[config.mk]
export PLATFORM = sky130hd
export DESIGN_NAME = mux_nx1_seq_flat
export DESIGN_NICKNAME = d
export VERILOG_FILES = /design/src/rtl/mux_pkg.sv /design/src/rtl/mux_nx1_seq_if.sv /design/src/rtl/mux_scan_ctrl.sv /design/src/rtl/mux_nx1_seq.sv /design/src/flat_wrapper.sv
export SDC_FILE = /design/constraint.sdc
export NUM_CORES = 1
export LEC_CHECK = 0
export BUFFER_PORTS_ARGS = -buffer_cell sky130_fd_sc_hd__buf_2
export CAP_MARGIN = 20
export CORE_MARGIN = 2
export CORE_UTILIZATION = 40
export CTS_CLUSTER_DIAMETER = 40
export DETAILED_ROUTE_END_ITERATION = 7
export GPL_ROUTABILITY_DRIVEN = 0
export PLACE_DENSITY_LB_ADDON = 0.3
export SYNTH_ARGS = -nofsm -noshare
export SYNTH_HDL_FRONTEND = slang
export SYNTH_SLANG_ARGS = --single-unit
[constraint.sdc]
create_clock -name clk -period 3.7 [get_ports clk]
set_input_delay 0.555 -clock clk [delete_from_list [all_inputs] [get_ports clk]]
set_output_delay 0.555 -clock clk [all_outputs]
set_load 0.005 [all_outputs]
[src/rtl/mux_pkg.sv]
// Shared definitions for the N:1 sequential multiplexer slice.
package mux_pkg;

  typedef enum logic {
    MODE_MANUAL = 1'b0,
    MODE_SCAN   = 1'b1
  } mode_e;

endpackage

[src/rtl/mux_nx1_seq_if.sv]
// Channel-side and downstream-side signals of mux_nx1_seq.
// The slave modport is the mux; the master modport is whoever drives it.
interface mux_nx1_seq_if #(
  parameter int WIDTH = 8,
  parameter int N_CH  = 4
);
  localparam int SEL_W = $clog2(N_CH);

  logic [N_CH*WIDTH-1:0] in_data;
  logic [N_CH-1:0]       in_valid;
  logic [N_CH-1:0]       in_ready;
  logic                  mode;
  logic [SEL_W-1:0]      select;
  logic [WIDTH-1:0]      out_data;
  logic                  out_valid;
  logic [SEL_W-1:0]      out_ch;
  logic                  out_ready;

  modport master (
    output in_data, in_valid, mode, select, out_ready,
    input  in_ready, out_data, out_valid, out_ch
  );

  modport slave (
    input  in_data, in_valid, mode, select, out_ready,
    output in_ready, out_data, out_valid, out_ch
  );

endinterface

[src/rtl/mux_scan_ctrl.sv]
// Round-robin scan sequencer: fixed TDM slots of DWELL cycles per channel,
// frozen while the output stalls and restarted at channel 0 on entry to scan.
module mux_scan_ctrl
  import mux_pkg::*;
#(
  parameter  int N_CH  = 4,
  parameter  int DWELL = 4,
  localparam int SEL_W = $clog2(N_CH),
  localparam int DW_W  = (DWELL > 1) ? $clog2(DWELL) : 1
) (
  input  logic             clk,
  input  logic             rst_n,
  input  logic             mode,
  input  logic             stall,
  output logic [SEL_W-1:0] cur_ch
);

  localparam logic [DW_W-1:0]  LAST_SLOT = DW_W'(DWELL - 1);
  localparam logic [SEL_W-1:0] LAST_CH   = SEL_W'(N_CH - 1);

  mode_e            mode_q;
  logic [SEL_W-1:0] ch_q;
  logic [DW_W-1:0]  dwell_q;
  logic             restart;
  logic [SEL_W-1:0] ch_eff;
  logic [DW_W-1:0]  dwell_eff;

  // The first scan cycle after manual mode already counts as slot 0 of channel 0,
  // so the restarted values are used combinationally in that same cycle.
  assign restart   = (mode == MODE_SCAN) && (mode_q == MODE_MANUAL);
  assign ch_eff    = restart ? '0 : ch_q;
  assign dwell_eff = restart ? '0 : dwell_q;
  assign cur_ch    = ch_eff;

  always_ff @(posedge clk or negedge rst_n) begin
    if (!rst_n) begin
      mode_q  <= MODE_MANUAL;
      ch_q    <= '0;
      dwell_q <= '0;
    end else begin
      mode_q <= mode_e'(mode);
      if (mode == MODE_SCAN) begin
        if (stall) begin
          ch_q    <= ch_eff;
          dwell_q <= dwell_eff;
        end else if (dwell_eff == LAST_SLOT) begin
          ch_q    <= (ch_eff == LAST_CH) ? '0 : ch_eff + SEL_W'(1);
          dwell_q <= '0;
        end else begin
          ch_q    <= ch_eff;
          dwell_q <= dwell_eff + DW_W'(1);
        end
      end
    end
  end

endmodule

[src/rtl/mux_nx1_seq.sv]
// N-channel WIDTH-bit multiplexer with a registered valid/ready output stage,
// selecting either an external channel index or a round-robin scan schedule.
module mux_nx1_seq
  import mux_pkg::*;
#(
  parameter int WIDTH = 8,
  parameter int N_CH  = 4,
  parameter int DWELL = 4
) (
  input logic          clk,
  input logic          rst_n,
  mux_nx1_seq_if.slave bus
);

  localparam int SEL_W = $clog2(N_CH);

  logic [SEL_W-1:0] cur_ch;
  logic [SEL_W-1:0] act;
  logic             act_legal;
  logic             can_load;
  logic             stall;
  logic             xfer;
  logic [N_CH-1:0]  ready_vec;
  logic [WIDTH-1:0] sel_data;
  logic [WIDTH-1:0] data_q;
  logic [SEL_W-1:0] ch_q;
  logic             valid_q;

  mux_scan_ctrl #(
    .N_CH  (N_CH),
    .DWELL (DWELL)
  ) u_scan_ctrl (
    .clk    (clk),
    .rst_n  (rst_n),
    .mode   (bus.mode),
    .stall  (stall),
    .cur_ch (cur_ch)
  );

  assign act = (bus.mode == MODE_SCAN) ? cur_ch : bus.select;

  // Only a non-power-of-two channel count leaves select codes with no channel behind them.
  generate
    if (N_CH == (1 << SEL_W)) begin : g_full_range
      assign act_legal = 1'b1;
    end else begin : g_part_range
      assign act_legal = (act < SEL_W'(N_CH));
    end
  endgenerate

  assign can_load = !valid_q || bus.out_ready;
  assign stall    = valid_q && !bus.out_ready;

  always_comb begin
    ready_vec = '0;
    sel_data  = '0;
    for (int k = 0; k < N_CH; k++) begin
      if (SEL_W'(k) == act) begin
        ready_vec[k] = can_load && act_legal;
        sel_data     = bus.in_data[k*WIDTH +: WIDTH];
      end
    end
  end

  assign xfer = |(ready_vec & bus.in_valid);

  // Output stage: load on transfer, drop valid once consumed, otherwise hold the word.
  always_ff @(posedge clk or negedge rst_n) begin
    if (!rst_n) begin
      data_q  <= '0;
      ch_q    <= '0;
      valid_q <= 1'b0;
    end else if (xfer) begin
      data_q  <= sel_data;
      ch_q    <= act;
      valid_q <= 1'b1;
    end else if (bus.out_ready) begin
      valid_q <= 1'b0;
    end
  end

  assign bus.in_ready  = ready_vec;
  assign bus.out_data  = data_q;
  assign bus.out_ch    = ch_q;
  assign bus.out_valid = valid_q;

endmodule
[src/flat_wrapper.sv]
// flat-port wrapper written by rule: the top's interface ports become plain ports
module mux_nx1_seq_flat import mux_pkg::*;
#(
  parameter int WIDTH = 8,
  parameter int N_CH  = 4,
  parameter int DWELL = 4
)
  (clk, rst_n, bus_in_data, bus_in_valid, bus_mode, bus_select, bus_out_ready, bus_in_ready, bus_out_data, bus_out_valid, bus_out_ch);
  mux_nx1_seq_if #(.WIDTH(WIDTH), .N_CH(N_CH)) bus_i ();
  input logic clk;
  input logic rst_n;
  input wire logic [$bits(bus_i.in_data)-1:0] bus_in_data;
  input wire logic [$bits(bus_i.in_valid)-1:0] bus_in_valid;
  input wire logic [$bits(bus_i.mode)-1:0] bus_mode;
  input wire logic [$bits(bus_i.select)-1:0] bus_select;
  input wire logic [$bits(bus_i.out_ready)-1:0] bus_out_ready;
  output wire logic [$bits(bus_i.in_ready)-1:0] bus_in_ready;
  output wire logic [$bits(bus_i.out_data)-1:0] bus_out_data;
  output wire logic [$bits(bus_i.out_valid)-1:0] bus_out_valid;
  output wire logic [$bits(bus_i.out_ch)-1:0] bus_out_ch;
  assign bus_i.in_data = bus_in_data;
  assign bus_i.in_valid = bus_in_valid;
  assign bus_i.mode = bus_mode;
  assign bus_i.select = bus_select;
  assign bus_i.out_ready = bus_out_ready;
  assign bus_in_ready = bus_i.in_ready;
  assign bus_out_data = bus_i.out_data;
  assign bus_out_valid = bus_i.out_valid;
  assign bus_out_ch = bus_i.out_ch;
  mux_nx1_seq #(.WIDTH(WIDTH), .N_CH(N_CH), .DWELL(DWELL)) u_core (.clk(clk), .rst_n(rst_n), .bus(bus_i));
endmodule
==> results.toml <==
[synth]
seq_area_frac_synth_pct = 37.2
ys_ff_latch = 16
synthAdderAreaFrac_pct = 1.16
ys_types = 26
netlist_instances = 113
muxShareOfSynthArea_pct = 16.0
synth_nets = 156
yosys_warnings = 0
synth_top_family_by_area = "simple AND/OR/NAND/NOR gates"
synth_compound_area_share_pct = 16.7
synth_simple_gate_area_share_pct = 22.2
synth_area_per_cell_sq_um = 9.52
synth-xor-area-share_pct = 0.814
syn_area_sq_um = 1080

[sta]
finalSetupViolations = 0
finalSetupTns_ns = 0
slew_viol_final = 0
max_freq_mhz = 415
whs_ns = 0.172
layout_min_cycle_time_ns = 2.41
skew_ns = 0.00242
worst_pin_slew_ns = 0.541
finalCritPeriodShare_pct = 65.1
hold_violations = 0
slew_headroom_pct = 63.9
rsz0062_at_grt = "no"

[final_layout]
fin_nets = 209
stdcell_area_sq_um = 1370
fillers = 273
regArea_sq_um = 400
drive_above_1_share_pct = 44.5
multi_input_area_sq_um = 619
area.growth.synth_to_final_pct = 27.4
fin_cells = 194
final_common_cell = "buf_2"
mostFrequentLayoutCells = "buf_2 (56), nand2_1 (20), dfrtp_1 (16)"
antenna_cells = 0

[power_and_ir_drop]
vdd_drop_max_mv = 0.256
power_density_nw_per_um2 = 455
leakagePower_uw = 0.000730

[route]
via_per_inst = 5.44
ant_nets = 0
wl_per_cell_microns = 14.3
vias = 1055
drtIter0Drc = 14
wirelength_microns = 2770
drc = 0
dr.pass1.iters = 4

[clock_tree]
cts_buffer_depth = 2
ctsHtreeMaxLevel = 1
postCtsHoldBufs = 0
clk_pin_slew_ns = 0.09
clk_latency_ns = 0.28
cts_tree = "done"
cts_setup_buffers = 0
cts_sinks = 16
ctsResizeCount = 0
numCtsBuffers = 3
root_buffer = "clkbuf_4"

[floorplanning]
core_area_sq_um = 2520
die_x_microns = 55.9
num_io_pins = 57
initial_core_util_pct = 42.7
dieArea_sq_um = 3120
die_y_microns = 55.9
rows = 18

[critical_path]
worstReg2RegStart = "u_core.u_scan_ctrl.mode_q"
cp.arrival_ns = 1.85
startpoint_type = "input pin"
crit_start = "bus_mode"
crit_required_ns = 3.14
path_class = "in2out"
path_max_fanout = 11
end_kind = "primary output"

[run]
cap_violations = 0

[placement]
postPlaceCellArea_sq_um = 1350
portBuffers = 56
dpl.hpwl_microns = 2180
place_inst = 191

[global_route]
grtUsageTotal_pct = 19.1
grt_pass1_wl_microns = 4710
grt_pass1_vias = 1078
grt_overflow_total = 0
grt_max_degree = 23
antenna_found_initial = 0

[hold_path]
min_path_type = "in2async"

[outcome]
status = "complete, no violations"
==> metrics by stage <==
step	util [%]	total power, uW	setup WS [ns]
floorplan	-	438	1.66
global placement	53.5	525	1.18
detailed placement	53.5	539	1.04
CTS	54.4	632	1.32
global route	54.4	674	1.14
finish	54.4	624	1.29
==> state kept, by name, summed over array words and instances (netlist names) <==
signal	flops
u_core.u_scan_ctrl.ch_q	2
u_core.bus.out_valid	1
u_core.bus.out_ch	2
u_core.u_scan_ctrl.mode_q	1
u_core.u_scan_ctrl.dwell_q	2
u_core.bus.out_data	8
==> cell type report <==
cell class / instances / share of cell area, %
well taps: 30 / 2.74
repair buffers: 57 / 21.0
multi-input cells: 87 / 45.2
inverters: 1 / 0.274
flip-flops and latches: 16 / 29.2
clock buffers: 3 / 1.64
==> power breakdown <==
group	switching [uW]	internal, uW	leakage, uW
sequential	32.0	233	0.000193
clock	54.4	37.8	0.0000138
combinational	117	150	0.000523
total	204	421	0.000730
==> per-layer routing <==
| metal | global-route usage [%] | routed length [microns] | part of all wire [%] | vias to the layer above |
|---|---|---|---|---|
| li1 | - | - | - | 513 |
| met1 | 24.1 | 1160 | 42 | 499 |
| met2 | 31.6 | 1370 | 49 | 39 |
| met3 | 3.49 | 205 | 7.4 | 4 |
| met4 | 8.84 | 39 | 1.4 | 0 |
| met5 | 0 | 0 | 0 | - |
==> critical path: stages <==
cell	delay, ns
buf_2	0.20
nand3_1	0.35
and2_1	0.40
and3_1	0.23
buf_2	0.12
==> synth_stat cells (all sizes together) <==
cell type	count	share of area, %
nand2	21	8.0
dfrtp	16	37
and3	11	6.4
mux2	10	13
a211oi	9	6.3
a31oi	9	5.2
buf	5	4.1
and2	4	2.3
clkbuf	4	1.4
a21oi	3	1.4
mux2i	3	2.8
nand2b	3	2.4
o21ai	3	1.4
nand3	2	0.93
nor2b	2	1.2
nor3	2	0.93
a211o	1	0.81
a21o	1	0.70
a32o	1	0.93
ha	1	1.2
inv	1	0.35
xnor2	1	0.81
==> path summary, 6_finish.rpt <==
kind	depth (start not counted)	to	slack, ns
setup / recovery	5	bus_in_ready[0]	1.29
hold / removal	1	u_core.bus.out_data[0]	0.17
setup reg to reg	5	u_core.bus.out_data[1]	1.35
hold reg to reg	1	u_core.bus.out_data[4]	0.52
max in group asynchronous	1	u_core.u_scan_ctrl.ch_q[0]	3.26
min in group clk	1	u_core.u_scan_ctrl.mode_q	0.50
==> logic make-up (layout without fill, tap and decap cells) <==
family | after synthesis | after routing
fa+ha+maj | 1 | 1
buf+inv | 10 | 61
mux | 13 | 13
flops | 16 | 16
compound gates | 27 | 27
simple gates | 45 | 45
xor+xnor | 1 | 1
Power figures use the tool's default switching activity.
